`src/rtl/plot_queue.sv`:
```
// Pixel sink for the drawers: buffers plot requests in a small FIFO, clips
// off-screen pixels, and can run a full-screen clear sweep on request.
`timescale 1ns/1ps
module plot_queue #(
  parameter int DEPTH    = 8,
  parameter int SCREEN_W = 160,
  parameter int SCREEN_H = 120
) (
  input  logic        clock,
  input  logic        reset,
  input  logic        in_valid,
  output logic        in_ready,
  input  logic [7:0]  in_x,
  input  logic [6:0]  in_y,
  input  logic [2:0]  in_colour,
  input  logic        clear_req,
  input  logic [2:0]  clear_colour,
  output logic        clear_busy,
  output logic        plot,
  output logic [7:0]  plot_x,
  output logic [6:0]  plot_y,
  output logic [2:0]  plot_colour,
  output logic        idle,
  output logic [15:0] drop_count
);

  localparam int AW = $clog2(DEPTH);
  localparam logic [AW:0] FULL_CNT = (AW+1)'(DEPTH);
  localparam logic [8:0]  X_LIM    = 9'(SCREEN_W);
  localparam logic [7:0]  Y_LIM    = 8'(SCREEN_H);
  localparam logic [7:0]  X_LAST   = 8'(SCREEN_W - 1);
  localparam logic [6:0]  Y_LAST   = 7'(SCREEN_H - 1);

  typedef enum logic [0:0] {RUN, CLEAR} state_t;

  state_t          state_q, state_d;
  logic [17:0]     mem [DEPTH];
  logic [AW-1:0]   wr_ptr, rd_ptr;
  logic [AW:0]     count;
  logic            clear_pending;
  logic [2:0]      clr_colour;
  logic [7:0]      cx, next_x;
  logic [6:0]      cy, next_y;

  logic full, empty, clipped, accept, push, pop;
  logic clear_accept, start_clear, sweep_last;

  function automatic logic [15:0] sat_inc(input logic [15:0] v);
    return (v == 16'hFFFF) ? v : v + 16'd1;
  endfunction

  assign full         = (count == FULL_CNT);
  assign empty        = (count == '0);
  assign clipped      = ({1'b0, in_x} >= X_LIM) | ({1'b0, in_y} >= Y_LIM);
  assign in_ready     = ~reset & ~full & (state_q == RUN) & ~clear_pending;
  assign accept       = in_valid & in_ready;
  assign push         = accept & ~clipped;
  assign pop          = (state_q == RUN) & ~empty;
  assign clear_accept = clear_req & ~reset & (state_q == RUN) & ~clear_pending;
  assign start_clear  = (state_q == RUN) & clear_pending & empty;
  assign sweep_last   = (state_q == CLEAR) & (cx == X_LAST) & (cy == Y_LAST);
  assign clear_busy   = clear_pending | (state_q == CLEAR);
  assign idle         = empty & ~clear_busy & ~plot;

  always_comb begin
    next_x = cx + 8'd1;
    next_y = cy;
    if (cx == X_LAST) begin
      next_x = '0;
      next_y = cy + 7'd1;
    end
  end

  always_comb begin
    state_d = state_q;
    case (state_q)
      RUN:     if (start_clear) state_d = CLEAR;
      CLEAR:   if (sweep_last)  state_d = RUN;
      default: state_d = RUN;
    endcase
  end

  always_ff @(posedge clock) begin
    if (reset) state_q <= RUN;
    else       state_q <= state_d;
  end

  // FIFO storage: data only, never reset
  always_ff @(posedge clock) begin
    if (push) mem[wr_ptr] <= {in_x, in_y, in_colour};
  end

  always_ff @(posedge clock) begin
    if (reset) begin
      wr_ptr <= '0;
      rd_ptr <= '0;
      count  <= '0;
    end else begin
      if (push) wr_ptr <= wr_ptr + 1'b1;
      if (pop)  rd_ptr <= rd_ptr + 1'b1;
      case ({push, pop})
        2'b10:   count <= count + 1'b1;
        2'b01:   count <= count - 1'b1;
        default: count <= count;
      endcase
    end
  end

  // Clear control; cx/cy track the pixel currently on the plot outputs
  always_ff @(posedge clock) begin
    if (reset) begin
      clear_pending <= 1'b0;
      cx            <= '0;
      cy            <= '0;
    end else begin
      if (clear_accept) clear_pending <= 1'b1;
      if (sweep_last)   clear_pending <= 1'b0;
      if (start_clear) begin
        cx <= '0;
        cy <= '0;
      end else if ((state_q == CLEAR) && !sweep_last) begin
        cx <= next_x;
        cy <= next_y;
      end
    end
  end

  always_ff @(posedge clock) begin
    if (clear_accept) clr_colour <= clear_colour;
  end

  always_ff @(posedge clock) begin
    if (reset) drop_count <= '0;
    else if (accept && clipped) drop_count <= sat_inc(drop_count);
  end

  // Output register stage: one plot strobe per cycle from FIFO or sweep
  always_ff @(posedge clock) begin
    if (reset) begin
      plot        <= 1'b0;
      plot_x      <= '0;
      plot_y      <= '0;
      plot_colour <= '0;
    end else if (start_clear) begin
      plot        <= 1'b1;
      plot_x      <= '0;
      plot_y      <= '0;
      plot_colour <= clr_colour;
    end else if ((state_q == CLEAR) && !sweep_last) begin
      plot        <= 1'b1;
      plot_x      <= next_x;
      plot_y      <= next_y;
      plot_colour <= clr_colour;
    end else if (pop) begin
      plot                            <= 1'b1;
      {plot_x, plot_y, plot_colour}   <= mem[rd_ptr];
    end else begin
      plot <= 1'b0;
    end
  end

endmodule

```
`config.mk`:
```
export PLATFORM = sky130hd
export DESIGN_NAME = plot_queue
export DESIGN_NICKNAME = d
export VERILOG_FILES = /design/src/rtl/plot_queue.sv
export SDC_FILE = /design/constraint.sdc
export NUM_CORES = 1
export LEC_CHECK = 0
export ABC_AREA = 1
export CELL_PAD_IN_SITES_DETAIL_PLACEMENT = 0
export CELL_PAD_IN_SITES_GLOBAL_PLACEMENT = 1
export CORE_ASPECT_RATIO = 2
export CORE_MARGIN = 1.5
export CORE_UTILIZATION = 33
export CTS_CLUSTER_DIAMETER = 60
export DETAILED_ROUTE_END_ITERATION = 10
export PLACE_DENSITY = 0.69
export SLEW_MARGIN = 20
export SYNTH_ARGS = -nofsm -noshare
export SYNTH_HDL_FRONTEND = slang
export SYNTH_SLANG_ARGS = --single-unit
export TNS_END_PERCENT = 5
```
`constraint.sdc`:
```
create_clock -name clock -period 4.1 [get_ports clock]
set_input_delay 0.615 -clock clock [delete_from_list [all_inputs] [get_ports clock]]
set_output_delay 0.615 -clock clock [all_outputs]
set_load 0.03 [all_outputs]
```
# [Word-level counts from Yosys, hierarchy flattened]
# Memory sizes are Yosys's and may differ from the RTL's. A register that Yosys moved wholly into a read port is not among the register bits.
# Index checks and enable logic that the tools add are counted.
[word_totals] reg_bits=65 ramBits=144 memories=1
[mem_list] name="mem" depth=8 width=18 rd=1 rd_clocked_by_memory_dff=1 write_ports=1 line="37" text="logic [17:0] mem [DEPTH];"
[classes] n_addsub=7 order_cmp=2 eq_ne=6 mux=20 bitwise_logic=26 reduce_logical=10
[op_table] operator="8-bit 2-to-1 mux" count=3
[op_table] operator="7-bit 2-to-1 mux" count=3
[op_table] operator="16-bit by 1-bit adder with 16-bit output (second input constant)" count=1
[op_table] operator="16-bit == test (second input constant)" count=1
[op_table] operator="1-bit bitwise AND" count=15
[op_table] operator="3-bit 2-to-1 mux" count=5
[op_table] operator="1-bit inverter" count=9
[op_table] operator="8-bit by 1-bit adder with 8-bit output (second input constant)" count=1
[op_table] operator="8-bit == test (second input constant)" count=1
[op_table] operator="8-bit >= comparator (second input constant)" count=1
[op_table] operator="4-bit case mux with 2 select lines" count=1
[op_table] operator="7-bit by 1-bit adder with 7-bit output (second input constant)" count=1
[op_table] operator="7-bit == test (second input constant)" count=1
[op_table] operator="7-bit >= comparator (second input constant)" count=1
[op_table] operator="1-bit 2-to-1 mux" count=7
[op_table] operator="3-bit by 1-bit adder with 3-bit output (second input constant)" count=2
[op_table] operator="4-bit by 1-bit adder with 4-bit output (second input constant)" count=1
[op_table] operator="4-bit == test (second input constant)" count=1
[op_table] operator="4-bit zero test" count=1
[op_table] operator="2-bit nonzero test" count=2
[op_table] operator="2-bit OR reduction" count=2
[op_table] operator="4-bit by 1-bit subtractor with 4-bit output (second input constant)" count=1
[op_table] operator="3-bit nonzero test" count=1
[op_table] operator="2-bit by 1-bit == test with 1-bit output (second input constant)" count=1
[op_table] operator="6 further kinds" count=8

# [Logic depth before layout (Yosys ltp)]
# Gate-level depths: netlist (run 1).
[depth] word_depth=9 ltp_mapped=14 mapped_depth_nobuf=14

# [Worst setup path after synthesis (run 1)]
# Ideal clock, no wire load.
[synth_path] kind="input port to flip-flop" from="input in_x[6]" to="memory mem[0][0], enable pin" setup_ns=0.416 arrival_time_ns=2.504 required_time_ns=3.684 path_slack_ns=1.180 stages=5 path_buffers=0 cell_sequence="o21ai_0 o21ai_0 nor2_1 nand2_1 nor3_1"
[synth_via] elab_chain_cells=6
[synth_lines] element="start: declaration" line="13" text="input logic [7:0] in_x,"
[synth_lines] element="8-bit >= comparator" line="54" text="assign clipped = ({1'b0, in_x} >= X_LIM) | ({1'b0, in_y} >= Y_LIM);"
[synth_lines] element="1-bit OR" line="54"
[synth_lines] element="1-bit inverter" line="57" text="assign push = accept & ~clipped;"
[synth_lines] element="1-bit bitwise AND" line="57"
[synth_lines] element="1-bit 2-to-1 mux" line="90" text="if (push) mem[wr_ptr] <= {in_x, in_y, in_colour};"
[synth_lines] element="1-bit 2-to-1 mux (implied by the code)" line="90"
[synth_lines] element="end: declaration" line="37"
# Every way passes these cells.

# [Worst setup path after layout (run 1)]
[layout_path] from="input in_x[6]" to="register count[2]"
[layout_via] elab_chain_cells=6
[layout_lines] element="8-bit >= comparator *" line="54"
[layout_lines] element="1-bit OR *" line="54"
[layout_lines] element="1-bit inverter *" line="57"
[layout_lines] element="1-bit bitwise AND *" line="57"
[layout_lines] element="2-bit by 1-bit == test with 1-bit output or 2-bit == test (tied branches)" line="101" text="case ({push, pop})"
[layout_lines] element="4-bit case mux with 2 select lines or 2-bit nonzero test (tied branches)"
[layout_lines] element="end signal: assignment" line="102" text="2'b10: count <= count + 1'b1;"
[layout_lines] element="end signal: assignment" line="103" text="2'b01: count <= count - 1'b1;"
[layout_lines] element="end signal: assignment" line="104" text="default: count <= count;"
[layout_lines] element="end: declaration" line="39" text="logic [AW:0] count;"
# Every way passes the cells marked *; elsewhere a longest branch is shown, timed or not.
# A chain may end at the register's enable or synchronous reset.

==> flow_metrics.tcl, run 1 <==
set metrics [dict create \
    crit_type "in2reg" \
    fmax_mhz 327 \
    r2r_start "count[0]" \
    r2r_end "count[2]" \
    drc 0 \
    hold_buffers 0 \
    cts_sinks 212 \
    dp_hpwl_um 13800 \
    end_kind "flop" \
    ys_seq_elements 212 \
    tightest_slew_ns 0.880 \
    synthCells 1000 \
    finClkSkew_ns 0.00819 \
    ys_seq_area_frac 0.612 \
    final_net_count 1093 \
    fin_cells 1431 \
    r2r_slack_ns 1.46 \
    cts_tree "built" \
    wl_um 22100 \
    cts_buffer_depth 3 \
    clk_pin_slew_ns 0.07 \
    relSlewSlack 0.411 \
    leakagePower_nw 4.16 \
    antenna_found_initial 0 \
    drive_above_1_share 0.0865 \
    crit_fanout 9 \
    synth_flop_cell "edfxtp_1" \
    synthToLayoutAreaGrowth_pct 19.0 \
    irDropWorstVdd_v 0.000286 \
    mappedNetlistArea_mm2 0.00934 \
    first_pass_iters 5 \
    setup-tns-final_ns 0 \
    core_area_mm2 0.0280 \
    h-tree-depth 1 \
    synth_nets 1033 \
    synth-edff-count 147 \
    grt_usage 0.154 \
    via_count 6812 \
    io_pins 63 \
    hp-class "reg2reg" \
    grt_overflow 0 \
    insertedDiodeCount 0 \
    dp.cells 1392 \
    synth_common_cells "nand2_1, nor2_1, edfxtp_1" \
    grt_pass1_vias 6647 \
    worstSetupStartpointType "input pin" \
    worstPathRequired_ns 4.51 \
    cts_setup_buffers 0 \
    ys_warn_count 0 \
    fin_crit_ns 3.06 \
    clk_latency_ns 0.51 \
    nFillCells 2763 \
    cap_violations 0 \
    port-buffer-count 62 \
    die_h_um 241 \
    rows 87 \
    die_x_um 122 \
    report.final.slew_viol_count 0 \
    initial_utilization 0.334 \
    setup_violations 0 \
    rr_worst_depth 11 \
    synth_largest_area_cell "edfxtp_1" \
    drtIter0Drc 302 \
    wl_per_cell_um 15.4 \
    via_per_inst 4.76 \
    seq_area_mm2 0.00572 \
    grt_max_degree 61 \
    multi_input_area_mm2 0.00318 \
    yosysTopAreaCellShare 0.473 \
    period_share 0.747 \
    yosys.cell_count.top_type "nand2_1" \
    async_flop_share 0 \
    synth_area_leaders "edfxtp_1, dfxtp_1, nand2_1" \
    whs_path_depth 2 \
    antenna_left 0 \
    numCtsBuffers 21 \
    avgSynthCellArea_um2 9.34 \
    hold-worst-slack_ns 0.489 \
    rsz0062_at_grt "false" \
    worstPathArrival_ns 3.47 \
    gp_congestion 0.804 \
    finalHoldViolCount 0 \
    worstHoldStart "cx[3]" \
    status "finished clean" \
    min_to "cx[3]" \
    p_per_area_mw_per_mm2 601 \
    yosysUniqueCellTypes 37 \
    dieArea_mm2 0.0294 \
    final_core_util 0.397 \
    grt_pass1_wl_um 35200 \
    post_cts_resized 0 \
    cts_root_buf "clkbuf_16" \
]
[critical path: stages]
cell and delay (ns):
clkdlybuf4s50_1 0.56, o21ai_0 0.42, o21ai_0 0.26, nor2_1 0.29
inv_1 0.16, ha_1 0.28, xor2_1 0.25, ha_1 0.22
a21oi_1 0.06, xnor2_1 0.14, o21ai_0 0.16, inv_1 0.05
[kinds of logic (layout without fill, tap and decap cells)]
family	count (synthesis)	count (layout)	synth area share
compound gates	121	121	0.0697
xor+xnor	17	17	0.0159
fa+ha+maj	8	8	0.0107
buf+inv	112	187	0.0517
flops	212	212	0.612
simple gates	530	530	0.240
[power by group]
part	total (W)	switching, W	internal [W]
clock	0.00212	0.000830	0.00129
combinational	0.00199	0.00134	0.000646
sequential	0.00258	0.000148	0.00243
[registers in the layout (all words and copies together) (netlist names), named ones only]
register       flops
rd_ptr             3
state_q            1
count              4
cy                 7
clear_pending      1
plot_y             7
cx                 8
plot_colour        3
mem              144
drop_count        16
wr_ptr             3
plot               1
plot_x             8
clr_colour         3
[area by class of cell]
type                    count  share of cell area
clock inverters            14              0.0193
repair buffers             78              0.0667
multi-input cells         676               0.286
inverters                  71              0.0244
well taps                 356              0.0401
clock buffers              24              0.0492
flip-flops and latches    212               0.514
[cells in the final DEF, fill, tap and decap left out, types with 9 or more instances in the layout]
| cell | n |
|---|---|
| xor2_1 | 11 |
| nand2_1 | 246 |
| nand3_1 | 85 |
| inv_1 | 65 |
| o21ai_0 | 74 |
| clkdlybuf4s50_1 | 62 |
| dfxtp_1 | 64 |
| edfxtp_1 | 147 |
| a21oi_1 | 31 |
| nand2_2 | 9 |
| nor2_1 | 154 |
| buf_4 | 15 |
| clkbuf_16 | 21 |
[per-layer routing]
layer,global-route usage,vias up,part of all wire
li1,-,3444,-
met3,0.0227,27,0.041
met5,0,-,0
met1,0.195,3219,0.44
met2,0.270,122,0.50
met4,0.0442,0,0.018
[per-stage QoR]
| stage | total power [W] | area (µm²) | setup WS (ns) |
|---|---|---|---|
| floorplan | 0.00398 | 9340 | 1.18 |
| global placement | 0.00461 | 10300 | 0.555 |
| detailed placement | 0.00464 | 10300 | 0.469 |
| CTS | 0.00676 | 11100 | 1.02 |
| global route | 0.00708 | 11100 | 0.739 |
| finish | 0.00668 | 11100 | 1.04 |
[worst max path at each step]
| stage | from | end | slack [ns] |
|---|---|---|---|
| after detailed placement | in_x[6] | count[2] | 0.47 |
| after floorplan | in_x[6] | mem[0][0] | 1.18 |
| after CTS | in_x[6] | count[2] | 1.02 |
| after global routing | in_x[6] | count[2] | 0.74 |
| final | in_x[6] | count[2] | 1.04 |
| after global placement | in_x[6] | count[2] | 0.56 |
No activity file was read; power rests on OpenSTA's default activity.
==> inputs of run 2 (changes only) <==
PLACE_DENSITY = 0.71   (was 0.69)
clock period = 2.7 ns   (was 4.1 ns; I/O delays follow)
==> run 2 against run 1 <==
Against the previous run:
- die area unchanged
- non-clock buffer count increased by 18
- setup slack got worse by 0.85 ns
- global-route usage decreased by 0.14 points
- highest routed layer unchanged
- clock skew increased by 0.018 ns
- power increased by 49%
- combinational power increased by 60%
- critical path depth decreased by 8
- via count increased by 0.10%
==> flow_metrics.tcl, run 2 (synthesized netlist as in run 1, its figures left out) <==
set metrics [dict create \
    clk_pin_slew_ns 0.06 \
    dieArea_mm2 0.0294 \
    mostFrequentLayoutCell "nand2_1" \
    rr_worst_depth 13 \
    status "finished clean" \
    finClkSkew_ns 0.0261 \
    period_share 0.931 \
    p_seq_frac 0.388 \
    antenna_left 0 \
    largest_register_ffs 144 \
    cts_root_buf "clkbuf_16" \
    numCtsBuffers 22 \
    mostFrequentLayoutCells "nand2_1, nor2_1, edfxtp_1" \
    regMostFlops "mem" \
    crit_type "reg2out" \
    cp.depth 4 \
    worstPathArrival_ns 2.11 \
    wl_per_cell_um 15.1 \
    grt_usage 0.152 \
    fin_crit_ns 2.51 \
    post_cts_resized 0 \
    nFillCells 2729 \
    antenna_found_initial 0 \
    wl_um 22000 \
    via_count 6819 \
    cts_setup_buffers 0 \
    switching_share 0.354 \
    finalHoldViolCount 0 \
    crit_chain "nor2_2 -> nand3_2 -> nor3_1 -> clkdlybuf4s50_1" \
    cts_tree "built" \
    setup_slack_ns 0.187 \
    final_net_count 1112 \
    hold_buffers 0 \
    core_area_mm2 0.0280 \
    p_total_w 0.00993 \
    cp.buffers_inverters 1 \
    setup_violations 0 \
    dp_hpwl_um 14000 \
    h-tree-depth 1 \
    hp-class "in2reg" \
    port-buffer-count 62 \
    grt_pass1_wl_um 35200 \
    cap_violations 0 \
    leakagePower_nw 4.26 \
    drive_above_1_share 0.100 \
    p_per_area_mw_per_mm2 880 \
    clk_latency_ns 0.52 \
    placed_cell_area_mm2 0.0106 \
    insertedDiodeCount 0 \
    intPower_w 0.00641 \
    synthToLayoutAreaGrowth_pct 21.0 \
    first_pass_iters 5 \
    gp_congestion 0.792 \
    whs_path_depth 1 \
    io_pins 63 \
    fmax_mhz 398 \
    end_kind "output port" \
    cts_sinks 212 \
    reg_top3 "mem x144, drop_count x16" \
    tightest_slew_ns 0.868 \
    p_clk_frac 0.292 \
    relSlewSlack 0.421 \
    grt_max_degree 75 \
    cpPeakStageDelay_ns 0.73 \
    via_per_inst 4.70 \
    rsz0062_at_grt "false" \
    drc 0 \
    crit_fanout 5 \
    grt_pass1_vias 6671 \
    hold-worst-slack_ns 0.469 \
    cp_top_family "buffers and inverters" \
    initial_utilization 0.334 \
    final_core_util 0.404 \
    report.final.slew_viol_count 0 \
    drtIter0Drc 474 \
    irDropWorstVdd_v 0.000620 \
    worstPathRequired_ns 2.30 \
    place_ws_ns -0.141 \
    grt_overflow 0 \
    slowest_stage "clkdlybuf4s50_1" \
    worstSetupStartpointType "flop" \
    die_h_um 241 \
    die_x_um 122 \
    p_sw_w 0.00352 \
    cts_buffer_depth 3 \
    pwr-share-comb 0.321 \
    rows 87 \
    finalInstanceArea_mm2 0.0113 \
]
## run 2: area by class of cell
type,instances,area (µm²),share of cell area
sequential,212,5720,0.506
multi-input combinational,676,3180,0.281
timing repair buffer,96,986,0.0873
clock buffer,27,579,0.0513
tap,356,445,0.0394
inverter,71,272,0.0240
clock inverter,13,119,0.0105
## run 2: stage by stage
| stage | TNS [ns] | std cells |
|---|---|---|
| 6_report | 0 | 1451 |
| 5_1_grt | 0 | 1451 |
| 4_1_cts | 0 | 1451 |
| 3_5_place_dp | -0.236 | 1411 |
| 3_3_place_gp | -0.101 | 1411 |
| 2_1_floorplan | -17.63 | 1000 |
## run 2: routing by layer
layer | track usage | vias up | share of wire
met5 | 0 | - | 0
met4 | 0.0446 | 0 | 0.024
met3 | 0.0222 | 31 | 0.048
met2 | 0.266 | 129 | 0.49
met1 | 0.194 | 3174 | 0.43
li1 | - | 3485 | -
## run 2: worst paths after layout
kind | slack (ns) | end | start
worst max register to register | 0.47 | count[2] | state_q
worst min-delay path | 0.47 | clr_colour[2] | clear_colour[2]
worst max-delay path | 0.19 | idle | count[0]
worst min register to register | 0.48 | cx[3] | cx[3]
## run 2: power groups by stage
stage	registers, W	clock network [W]	logic, W
2_1_floorplan	0.00407	0	0.00197
4_1_cts	0.00385	0.00299	0.00323
6_report	0.00385	0.00290	0.00319
3_3_place_gp	0.00391	0	0.00319
5_1_grt	0.00388	0.00310	0.00362
3_5_place_dp	0.00392	0	0.00322
## run 2: worst reg2reg max path, cell delays in order (launching register included)
cell	delay [ns]
dfxtp_1	0.36
inv_2	0.15
nand2_4	0.09
nor2_4	0.11
nand3_2	0.13
nor2_1	0.15
inv_1	0.07
ha_1	0.21
xor2_1	0.24
ha_1	0.20
a21oi_1	0.05
xnor2_1	0.13
o21ai_0	0.18
inv_1	0.07
